**src/rtl/pwm_shift_scheduler_pkg.sv**
```systemverilog
// Shared parameters, FSM state type and the per-step compare used by the serial PWM scheduler.
// Pure declarations: no latency, no flow control.
package pwm_pkg;

  localparam int CHANNELS = 8;
  localparam int PERIOD   = 100;
  localparam int DUTY_W   = 8;
  localparam int CH_W     = $clog2(CHANNELS);

  typedef enum logic [1:0] {
    IDLE  = 2'd0,
    SHIFT = 2'd1,
    LATCH = 2'd2
  } state_e;

  typedef logic [DUTY_W-1:0] duty_t;

  // Unsigned compare: duty 0 never fires, duty >= PERIOD always fires.
  function automatic logic pwm_bit(input duty_t count, input duty_t duty);
    return count < duty;
  endfunction

endpackage

```
**src/rtl/pwm_shift_scheduler_if.sv**
```systemverilog
// Config inputs and ShiftReg-side outputs of the scheduler, bundled for the top-level port.
// master = driver/config side, slave = scheduler side; no flow control, strobes are single-cycle.
interface pwm_shift_scheduler_if;
  import pwm_pkg::*;

  logic            enable;
  logic            cfg_we;
  logic [CH_W-1:0] cfg_addr;
  duty_t           cfg_duty;
  logic            s_data;
  logic            s_shift;
  logic            s_latch;
  logic            period_start;
  logic            busy;

  modport master (
    output enable, cfg_we, cfg_addr, cfg_duty,
    input  s_data, s_shift, s_latch, period_start, busy
  );

  modport slave (
    input  enable, cfg_we, cfg_addr, cfg_duty,
    output s_data, s_shift, s_latch, period_start, busy
  );

endinterface

```
**src/rtl/pwm_shift_scheduler_duty_bank.sv**
```systemverilog
// Double-buffered duty storage: writes land in pending, commit copies pending (with write-through) to active.
// Writes take one clock, reads of active are combinational; never stalls.
module pwm_duty_bank
  import pwm_pkg::*;
(
  input  logic            clk,
  input  logic            reset,
  input  logic            wr_en,
  input  logic [CH_W-1:0] wr_addr,
  input  duty_t           wr_duty,
  input  logic            commit,
  input  logic [CH_W-1:0] rd_idx,
  output duty_t           rd_duty
);

  duty_t pending_q [CHANNELS];
  duty_t pending_d [CHANNELS];
  duty_t active_q  [CHANNELS];
  duty_t active_d  [CHANNELS];

  always_comb begin
    pending_d = pending_q;
    // Matching against each legal index leaves any unmapped address without effect.
    for (int i = 0; i < CHANNELS; i++) begin
      if (wr_en && (wr_addr == CH_W'(i))) begin
        pending_d[i] = wr_duty;
      end
    end
    active_d = active_q;
    if (commit) begin
      active_d = pending_d;
    end
  end

  always_ff @(posedge clk or posedge reset) begin
    if (reset) begin
      for (int i = 0; i < CHANNELS; i++) begin
        pending_q[i] <= '0;
        active_q[i]  <= '0;
      end
    end else begin
      pending_q <= pending_d;
      active_q  <= active_d;
    end
  end

  assign rd_duty = active_q[rd_idx];

endmodule

```
**src/rtl/pwm_shift_scheduler.sv**
```systemverilog
// Frame sequencer for the serial PWM path: 8 shift cycles, highest channel first, then one latch cycle.
// Outputs are registered one clock behind the FSM state; no backpressure, enable is sampled at frame end.
module pwm_shift_scheduler
  import pwm_pkg::*;
(
  input  logic                  clk,
  input  logic                  reset,
  pwm_shift_scheduler_if.slave  bus
);

  state_e          state_q, state_d;
  logic [CH_W-1:0] idx_q, idx_d;
  duty_t           pwm_count_q, pwm_count_d;
  logic            s_data_q, s_data_d;
  logic            s_shift_q, s_shift_d;
  logic            s_latch_q, s_latch_d;
  logic            period_start_q, period_start_d;
  logic            busy_q, busy_d;

  logic            at_wrap;
  logic            commit;
  logic [CH_W-1:0] rd_idx;
  duty_t           rd_duty;

  assign at_wrap = (pwm_count_q == DUTY_W'(PERIOD - 1));
  assign rd_idx  = CH_W'(CHANNELS - 1) - idx_q;
  // Duties swap only where a new period begins: the wrapping latch, or a fresh start at count 0.
  assign commit  = ((state_q == LATCH) && at_wrap) ||
                   ((state_q == IDLE) && bus.enable && (pwm_count_q == '0));

  pwm_duty_bank u_duty_bank (
    .clk     (clk),
    .reset   (reset),
    .wr_en   (bus.cfg_we),
    .wr_addr (bus.cfg_addr),
    .wr_duty (bus.cfg_duty),
    .commit  (commit),
    .rd_idx  (rd_idx),
    .rd_duty (rd_duty)
  );

  always_comb begin
    state_d        = state_q;
    idx_d          = idx_q;
    pwm_count_d    = pwm_count_q;
    s_data_d       = 1'b0;
    s_shift_d      = 1'b0;
    s_latch_d      = 1'b0;
    period_start_d = 1'b0;
    busy_d         = 1'b0;

    unique case (state_q)
      IDLE: begin
        idx_d = '0;
        if (bus.enable) begin
          state_d = SHIFT;
        end
      end
      SHIFT: begin
        s_shift_d = 1'b1;
        s_data_d  = pwm_bit(pwm_count_q, rd_duty);
        busy_d    = 1'b1;
        if (idx_q == CH_W'(CHANNELS - 1)) begin
          idx_d   = '0;
          state_d = LATCH;
        end else begin
          idx_d = idx_q + 1'b1;
        end
      end
      LATCH: begin
        s_latch_d      = 1'b1;
        busy_d         = 1'b1;
        period_start_d = (pwm_count_q == '0);
        pwm_count_d    = at_wrap ? '0 : pwm_count_q + 1'b1;
        state_d        = bus.enable ? SHIFT : IDLE;
      end
      default: begin
        state_d = IDLE;
      end
    endcase
  end

  always_ff @(posedge clk or posedge reset) begin
    if (reset) begin
      state_q        <= IDLE;
      idx_q          <= '0;
      pwm_count_q    <= '0;
      s_data_q       <= 1'b0;
      s_shift_q      <= 1'b0;
      s_latch_q      <= 1'b0;
      period_start_q <= 1'b0;
      busy_q         <= 1'b0;
    end else begin
      state_q        <= state_d;
      idx_q          <= idx_d;
      pwm_count_q    <= pwm_count_d;
      s_data_q       <= s_data_d;
      s_shift_q      <= s_shift_d;
      s_latch_q      <= s_latch_d;
      period_start_q <= period_start_d;
      busy_q         <= busy_d;
    end
  end

  assign bus.s_data       = s_data_q;
  assign bus.s_shift      = s_shift_q;
  assign bus.s_latch      = s_latch_q;
  assign bus.period_start = period_start_q;
  assign bus.busy         = busy_q;

endmodule

```
**src/flat_wrapper.sv**
```systemverilog
// flat-port wrapper written by rule: the top's interface ports become plain ports
module pwm_shift_scheduler_flat import pwm_pkg::*;
  (clk, reset, bus_enable, bus_cfg_we, bus_cfg_addr, bus_cfg_duty, bus_s_data, bus_s_shift, bus_s_latch, bus_period_start, bus_busy);
  pwm_shift_scheduler_if bus_i ();
  input  logic clk;
  input  logic reset;
  input wire logic [$bits(bus_i.enable)-1:0] bus_enable;
  input wire logic [$bits(bus_i.cfg_we)-1:0] bus_cfg_we;
  input wire logic [$bits(bus_i.cfg_addr)-1:0] bus_cfg_addr;
  input wire logic [$bits(bus_i.cfg_duty)-1:0] bus_cfg_duty;
  output wire logic [$bits(bus_i.s_data)-1:0] bus_s_data;
  output wire logic [$bits(bus_i.s_shift)-1:0] bus_s_shift;
  output wire logic [$bits(bus_i.s_latch)-1:0] bus_s_latch;
  output wire logic [$bits(bus_i.period_start)-1:0] bus_period_start;
  output wire logic [$bits(bus_i.busy)-1:0] bus_busy;
  assign bus_i.enable = bus_enable;
  assign bus_i.cfg_we = bus_cfg_we;
  assign bus_i.cfg_addr = bus_cfg_addr;
  assign bus_i.cfg_duty = bus_cfg_duty;
  assign bus_s_data = bus_i.s_data;
  assign bus_s_shift = bus_i.s_shift;
  assign bus_s_latch = bus_i.s_latch;
  assign bus_period_start = bus_i.period_start;
  assign bus_busy = bus_i.busy;
  pwm_shift_scheduler u_core (.clk(clk), .reset(reset), .bus(bus_i));
endmodule
```
**config.mk**
```make
export PLATFORM = sky130hd
export DESIGN_NAME = pwm_shift_scheduler_flat
export DESIGN_NICKNAME = d
export VERILOG_FILES = /design/src/rtl/pwm_shift_scheduler_pkg.sv /design/src/rtl/pwm_shift_scheduler_if.sv /design/src/rtl/pwm_shift_scheduler_duty_bank.sv /design/src/rtl/pwm_shift_scheduler.sv /design/src/flat_wrapper.sv
export SDC_FILE = /design/constraint.sdc
export NUM_CORES = 1
export LEC_CHECK = 0
export BUFFER_PORTS_ARGS = -buffer_cell sky130_fd_sc_hd__buf_2
export CORE_ASPECT_RATIO = 0.5
export CORE_MARGIN = 4
export CORE_UTILIZATION = 55
export DETAILED_ROUTE_END_ITERATION = 10
export PLACE_DENSITY = 0.71
export REMOVE_ABC_BUFFERS = 1
export SYNTH_ARGS = -nofsm -noshare
export SYNTH_HDL_FRONTEND = slang
export SYNTH_HIERARCHICAL = 1
export SYNTH_SLANG_ARGS = --single-unit
export TNS_END_PERCENT = 100
```
**constraint.sdc**
```tcl
create_clock -name clk -period 4.54 [get_ports clk]
set_input_delay 0.454 -clock clk [delete_from_list [all_inputs] [get_ports clk]]
set_output_delay 0.454 -clock clk [all_outputs]
set_load 0.05 [all_outputs]
```
; ---- Word level (Yosys, flattened, before mapping)
; Index checks and enable logic that the tools add are counted.
[word_totals]
word_cells = 84
input_bits = 15
ff_bits = 146
out_inout_bits = 5
[classes]
add_sub_neg = 3
magnitude_cmp = 2
bitwise = 1
eq_ne = 13
reduce_logical = 18
mux = 23
[ops]
columns = operator, n
row1 = 8-bit two-way mux, 11
row2 = 8-bit binary-select mux with 3-bit select, 1
row3 = 3-bit == test (second input constant), 5
row4 = 1-bit logical AND, 11
row5 = 8-bit by 1-bit adder with 8-bit output (second input constant), 1
row6 = 8-bit by 7-bit == test with 1-bit output (second input constant), 1
row7 = 8-bit zero test, 1
row8 = 8-bit less-than comparator, 1
row9 = 3-bit by 2-bit == test with 1-bit output (second input constant), 2
row10 = 1-bit two-way mux, 6
row11 = 2-bit one-hot mux with 3 select lines, 1
row12 = 3-bit one-hot mux with 2 select lines, 1
row13 = 4-bit greater-or-equal comparator (second input constant), 1
row14 = 2-bit two-way mux, 2
row15 = 3-bit NOT with 4-bit output, 1
row16 = 3-bit by 1-bit adder with 3-bit output (second input constant), 1
row17 = 3-bit by 1-bit == test with 1-bit output (second input constant), 1
row18 = 3-bit zero test, 1
row19 = 3-bit two-way mux, 1
row20 = 3-bit subtractor (first input constant), 1
row21 = 2-bit by 1-bit == test with 1-bit output (second input constant), 1
row22 = 2-bit == test (second input constant), 1
row23 = 2-bit zero test, 1
row24 = 2-bit by 1-bit inequality test with 1-bit output (second input constant), 1
row25 = 5 further kinds, 5

; ---- Logic depth before layout (Yosys ltp)
[depth]
depth_word = 7
ltp_mapped = 10
ltp_nobuf = 8

; ---- Cells and area by module
; The synthesis kept the hierarchy.
[by_module_without_submodules]
columns = mod, cells_per_inst, seq_area_each_um2, n_inst, area_per_inst_um2
row1 = pwm_duty_bank, 308, 3203.1, 1, 5342.6
row2 = pwm_shift_scheduler, 105, 450.4, 1, 1047.3

; ---- Worst setup path before layout
; No wires, ideal clock.
[synth_path]
path_kind = flip-flop to flip-flop
startpoint = register u_core.idx_q[1]
endpoint = register u_core.s_data_q (netlist: u_core/bus.s_data)
path_slack_ps = 2163
n_path_buf = 2
setup_time_ps = 77
synth_period_minus_slack_ps = 2377
t_arrival_ps = 2300
required_ps = 4463
stages_incl_launch_ff = 11
cell_sequence = dfrtp_1 inv_1 buf_2 buf_4 mux4_2 mux2_2 inv_1 ha_1 a211oi_1 o21ai_0 a21oi_1
[synth_between]
elab_chain_cells = 7
[synth_rtl]
columns = element, line_no
row1 = "start, declared", pwm_shift_scheduler.sv:12  ; logic [CH_W-1:0] idx_q, idx_d;
row2 = "start signal, assigned", pwm_shift_scheduler.sv:95  ; idx_q <= idx_d;
row3 = 3-bit subtractor, pwm_shift_scheduler.sv:26  ; assign rd_idx = CH_W'(CHANNELS - 1) - idx_q;
row4 = named net u_core.rd_idx[1], pwm_shift_scheduler.sv:22  ; logic [CH_W-1:0] rd_idx;
row5 = 3-bit NOT with 4-bit output (implied by the code), pwm_shift_scheduler_duty_bank.sv:47  ; assign rd_duty = active_q[rd_idx];
row6 = 8-bit binary-select mux with 3-bit select, pwm_shift_scheduler_duty_bank.sv:47
row7 = 8-bit two-way mux (implied by the code) (2 in a row), pwm_shift_scheduler_duty_bank.sv:47
row8 = named net u_core.rd_duty[2], pwm_shift_scheduler.sv:23  ; duty_t rd_duty;
row9 = 8-bit less-than comparator, pwm_shift_scheduler_pkg.sv:20  ; return count < duty;
row10 = 1-bit two-way mux, pwm_shift_scheduler.sv:52  ; unique case (state_q)
row11 = named net u_core.s_data_d, pwm_shift_scheduler.sv:14  ; logic s_data_q, s_data_d;
row12 = "end signal, assigned", pwm_shift_scheduler.sv:97  ; s_data_q <= s_data_d;
row13 = "end, declared", pwm_shift_scheduler.sv:14
; The timed path passes the listed nets, and every way through them passes these cells. The select of a mux whose other input is x is not followed.
; A chain may end at the register's enable or synchronous reset.

; ---- Worst setup path in the final report
; Same ends and word-level chain as after synthesis.

==> impl_metrics.toml <==
[outcome]
status = "finished, final reports clean"

[setup_path]
crit_buf_inv = 3
crit_path_max_fanout = 9
cp_slowest_cell = "mux4_2"
arrival_ns = 3.16
critPathKind = "register to register"
cpMostUsedCell = "inv_1"
worstSetupEndpointType = "register"
cp_top_family = "multiplexers"
max_stage_delay_ns = 0.52
critPathRequiredTime_ns = 4.87
path_cells = "inv_1 > buf_4 > mux4_2 > mux2_2 > inv_1 > ha_1 > a211oi_1 > o21ai_0 > a21oi_1"
startpoint_type = "register"

[clocking]
cts_buffers = 17
clock_latency_ns = 0.42
htree_levels = 4
cts_resized = 0
clk_pin_slew_worst_paths_ns = 0.06
clockBufferDepth = 2
clockRootBuffer = "clkbuf_16"
hold_buffers = 0
post_cts_buffers = 0
cts_sinks = 146
cts_tree = "done"

[detailed_routing]
dr.pass1.iters = 5
drt-vias-per-instance = 5.80
drt-total-wl_um = 13300
post-route-drc-count = 0
drt_iter0_drc = 262
wl_per_cell_um = 22.0
vias = 3522
antenna_left = 0

[logic_synthesis]
synth.avg_cell_area_um2 = 15.5
dominantRegCellSynth = "dfrtp_1"
synthDistinctLibCells = 34
muxShareOfSynthArea = 0.299
synth_top_family_by_area = "multiplexers"
netlist_instances = 413
ys_ff_latch = 146
netlist_area_um2 = 6390
synthSimpleGateAreaFrac = 0.0454
synth-compound-area-share = 0.0164
yosysWarnings = 6
synth-edff-count = 0
ys_async_sr_fraction = 1.00
synth-xor-area-share = 0.00685
seq_area_frac_synth = 0.572
synth_fa_ha_area_frac = 0.0294

[global_routing]
grt_max_degree = 94
grt_pass1_vias = 3750
antenna_found_initial = 0
grt_use_total = 0.212
grt_overflow = 0
grt_pass1_wl_um = 21500

[power_and_ir_drop]
swShare = 0.284
switching_power_w = 0.00137
p_comb_frac = 0.279
power_density_nw_per_um2 = 668
p_seq_frac = 0.416
leakage_nw = 3.21
vdd_drop_max_v = 0.000264
p_clk_frac = 0.305
p_int_w = 0.00345

[sta]
clock_skew_ns = 0.00668
period_share = 0.625
tightest_slew_ns = 1.10
hold_viol_final = 0
fmaxAchievable_ghz = 0.353
tns_ns = 0
setup_viol = 0
rsz0062_at_grt = "no"
relSlewSlack = 0.264
slew_viol_final = 0
min_period_ns = 2.84
setup_ws_ns = 1.70

[final_layout]
fin_nets = 465
areaGrowthSynthToFinish_pct = 13.0
final_cells = 607
final_area_um2 = 7220
diodes = 0
drive_above_1_share = 0.489

[run]
max_cap_viol_count = 0

[hold_path]
holdCritPathClass = "input pin to async pin"

[die]
die_h_um = 84.2
start_util = 0.571
die_area_um2 = 13500
row_count = 27
dieWidth_um = 160
ios = 20
coreArea_um2 = 11200

[placement]
finalWeightedCongestion = 0.817
placed_cell_area_um2 = 6600
port_buffers = 19
post-place-cells = 575
place_ws_ns = 1.81
dp_hpwl_um = 8750
sequential cells by signal, summed over array words and instances (netlist names):
signal,cells
u_core/u_duty_bank/pending_q,64
u_core/idx_q,3
u_core/bus.period_start,1
u_core/bus.s_latch,1
u_core/bus.s_shift,1
u_core/pwm_count_q,8
u_core/bus.busy,1
u_core/u_duty_bank/active_q,64
u_core/bus.s_data,1
u_core/state_q,2
metal layers:
metal,GRT usage,up-vias,part of all wire
li1,-,1546,-
met1,0.314,1886,0.48
met2,0.311,79,0.45
met3,0.0589,11,0.062
met4,0.0578,0,0.0079
met5,0,-,0
path summary, 6_finish.rpt:
check	to	slack, ns	start	depth (start not counted)
max in group asynchronous	u_core/u_duty_bank/pending_q[57]	3.15	reset	3
min in group clk	u_core/u_duty_bank/pending_q[34]	0.41	bus_cfg_duty[2]	2
max	u_core/bus.s_data	1.70	u_core/idx_q[1]	9
max reg2reg	u_core/bus.s_data	1.70	u_core/idx_q[1]	9
min reg2reg	u_core/u_duty_bank/pending_q[19]	0.50	u_core/u_duty_bank/pending_q[19]	1
min	u_core/bus.busy	0.17	reset	2
metrics by stage:
step                hold slack [ns]  power (W)   util
finish                        0.171    0.00482  0.646
global route                  0.232    0.00506  0.646
CTS                           0.193    0.00485  0.646
detailed placement            0.482    0.00335  0.590
global placement              0.474    0.00327  0.590
floorplan                     0.393    0.00300      -
worst reg2reg max path: cells and delay by family (launching register included):
family | cells | cell delay [ns]
DFF | 1 | 0.39
muxes | 2 | 0.80
buffers and inverters | 3 | 0.79
AOI/OAI and AO/OA | 3 | 0.55
adders and majority gates | 1 | 0.23
cell usage after synthesis, types with 3 or more instances:
| cell | n | share of area |
|---|---|---|
| nor2b_1 | 6 | 0.0059 |
| dfrtp_1 | 146 | 0.57 |
| mux4_2 | 16 | 0.056 |
| nand4b_2 | 3 | 0.0070 |
| a21oi_1 | 3 | 0.0023 |
| nand4_1 | 4 | 0.0039 |
| o21ai_0 | 7 | 0.0055 |
| buf_6 | 6 | 0.011 |
| buf_1 | 6 | 0.0035 |
| buf_2 | 4 | 0.0031 |
| nor2_1 | 7 | 0.0041 |
| xnor2_1 | 3 | 0.0041 |
| nand3_1 | 4 | 0.0031 |
| and4bb_2 | 3 | 0.0059 |
| mux2_2 | 137 | 0.24 |
| ha_1 | 15 | 0.029 |
| nand2_1 | 4 | 0.0023 |
| inv_1 | 17 | 0.010 |
cell usage in the layout, fill, tap and decap left out, types with 2 or more instances in the layout:
cell type / Yosys / routed
xnor2_1: 3 / 3
nor2b_1: 6 / 6
a22o_1: 2 / 2
nand3_1: 4 / 4
buf_2: 4 / 19
inv_1: 17 / 16
clkinv_2: 0 / 2
a21oi_1: 3 / 2
or3_1: 2 / 2
mux4_2: 16 / 16
a211oi_1: 2 / 2
bufinv_16: 0 / 4
dfrtp_1: 146 / 146
nand2_1: 4 / 4
clkinv_4: 0 / 2
ha_1: 15 / 15
clkinvlp_4: 0 / 2
xor2_1: 2 / 2
o21ai_0: 7 / 7
and4bb_2: 3 / 3
clkbuf_1: 2 / 2
nand4_1: 4 / 4
nand4b_2: 3 / 3
clkbuf_16: 0 / 17
nor2_1: 7 / 7
inv_6: 0 / 2
buf_4: 2 / 4
mux2_2: 137 / 137
logic make-up (layout without fill, tap and decap cells):
kind of cell / count (synthesis) / in the layout
mux: 154 / 154
flops: 146 / 146
simple gates: 39 / 39
buf+inv: 37 / 72
compound gates: 17 / 17
fa+ha+maj: 15 / 15
xor+xnor: 5 / 5
power groups by stage:
stage | Sequential (W) | Clock [W] | Combinational, W
2_1_floorplan | 0.00194 | 0 | 0.00107
3_3_place_gp | 0.00201 | 0 | 0.00126
3_5_place_dp | 0.00202 | 0 | 0.00134
4_1_cts | 0.00200 | 0.00150 | 0.00135
5_1_grt | 0.00205 | 0.00155 | 0.00146
6_report | 0.00200 | 0.00147 | 0.00135
cell type report:
| type | count | area (um^2) |
|---|---|---|
| fillers | 798 | 3960 |
| flip-flops and latches | 146 | 3650 |
| multi-input cells | 230 | 2550 |
| clock buffers | 20 | 447 |
| well taps | 159 | 199 |
| clock inverters | 12 | 180 |
| repair buffers | 23 | 125 |
| inverters | 17 | 66.3 |
No activity file was read; power rests on OpenSTA's default activity.
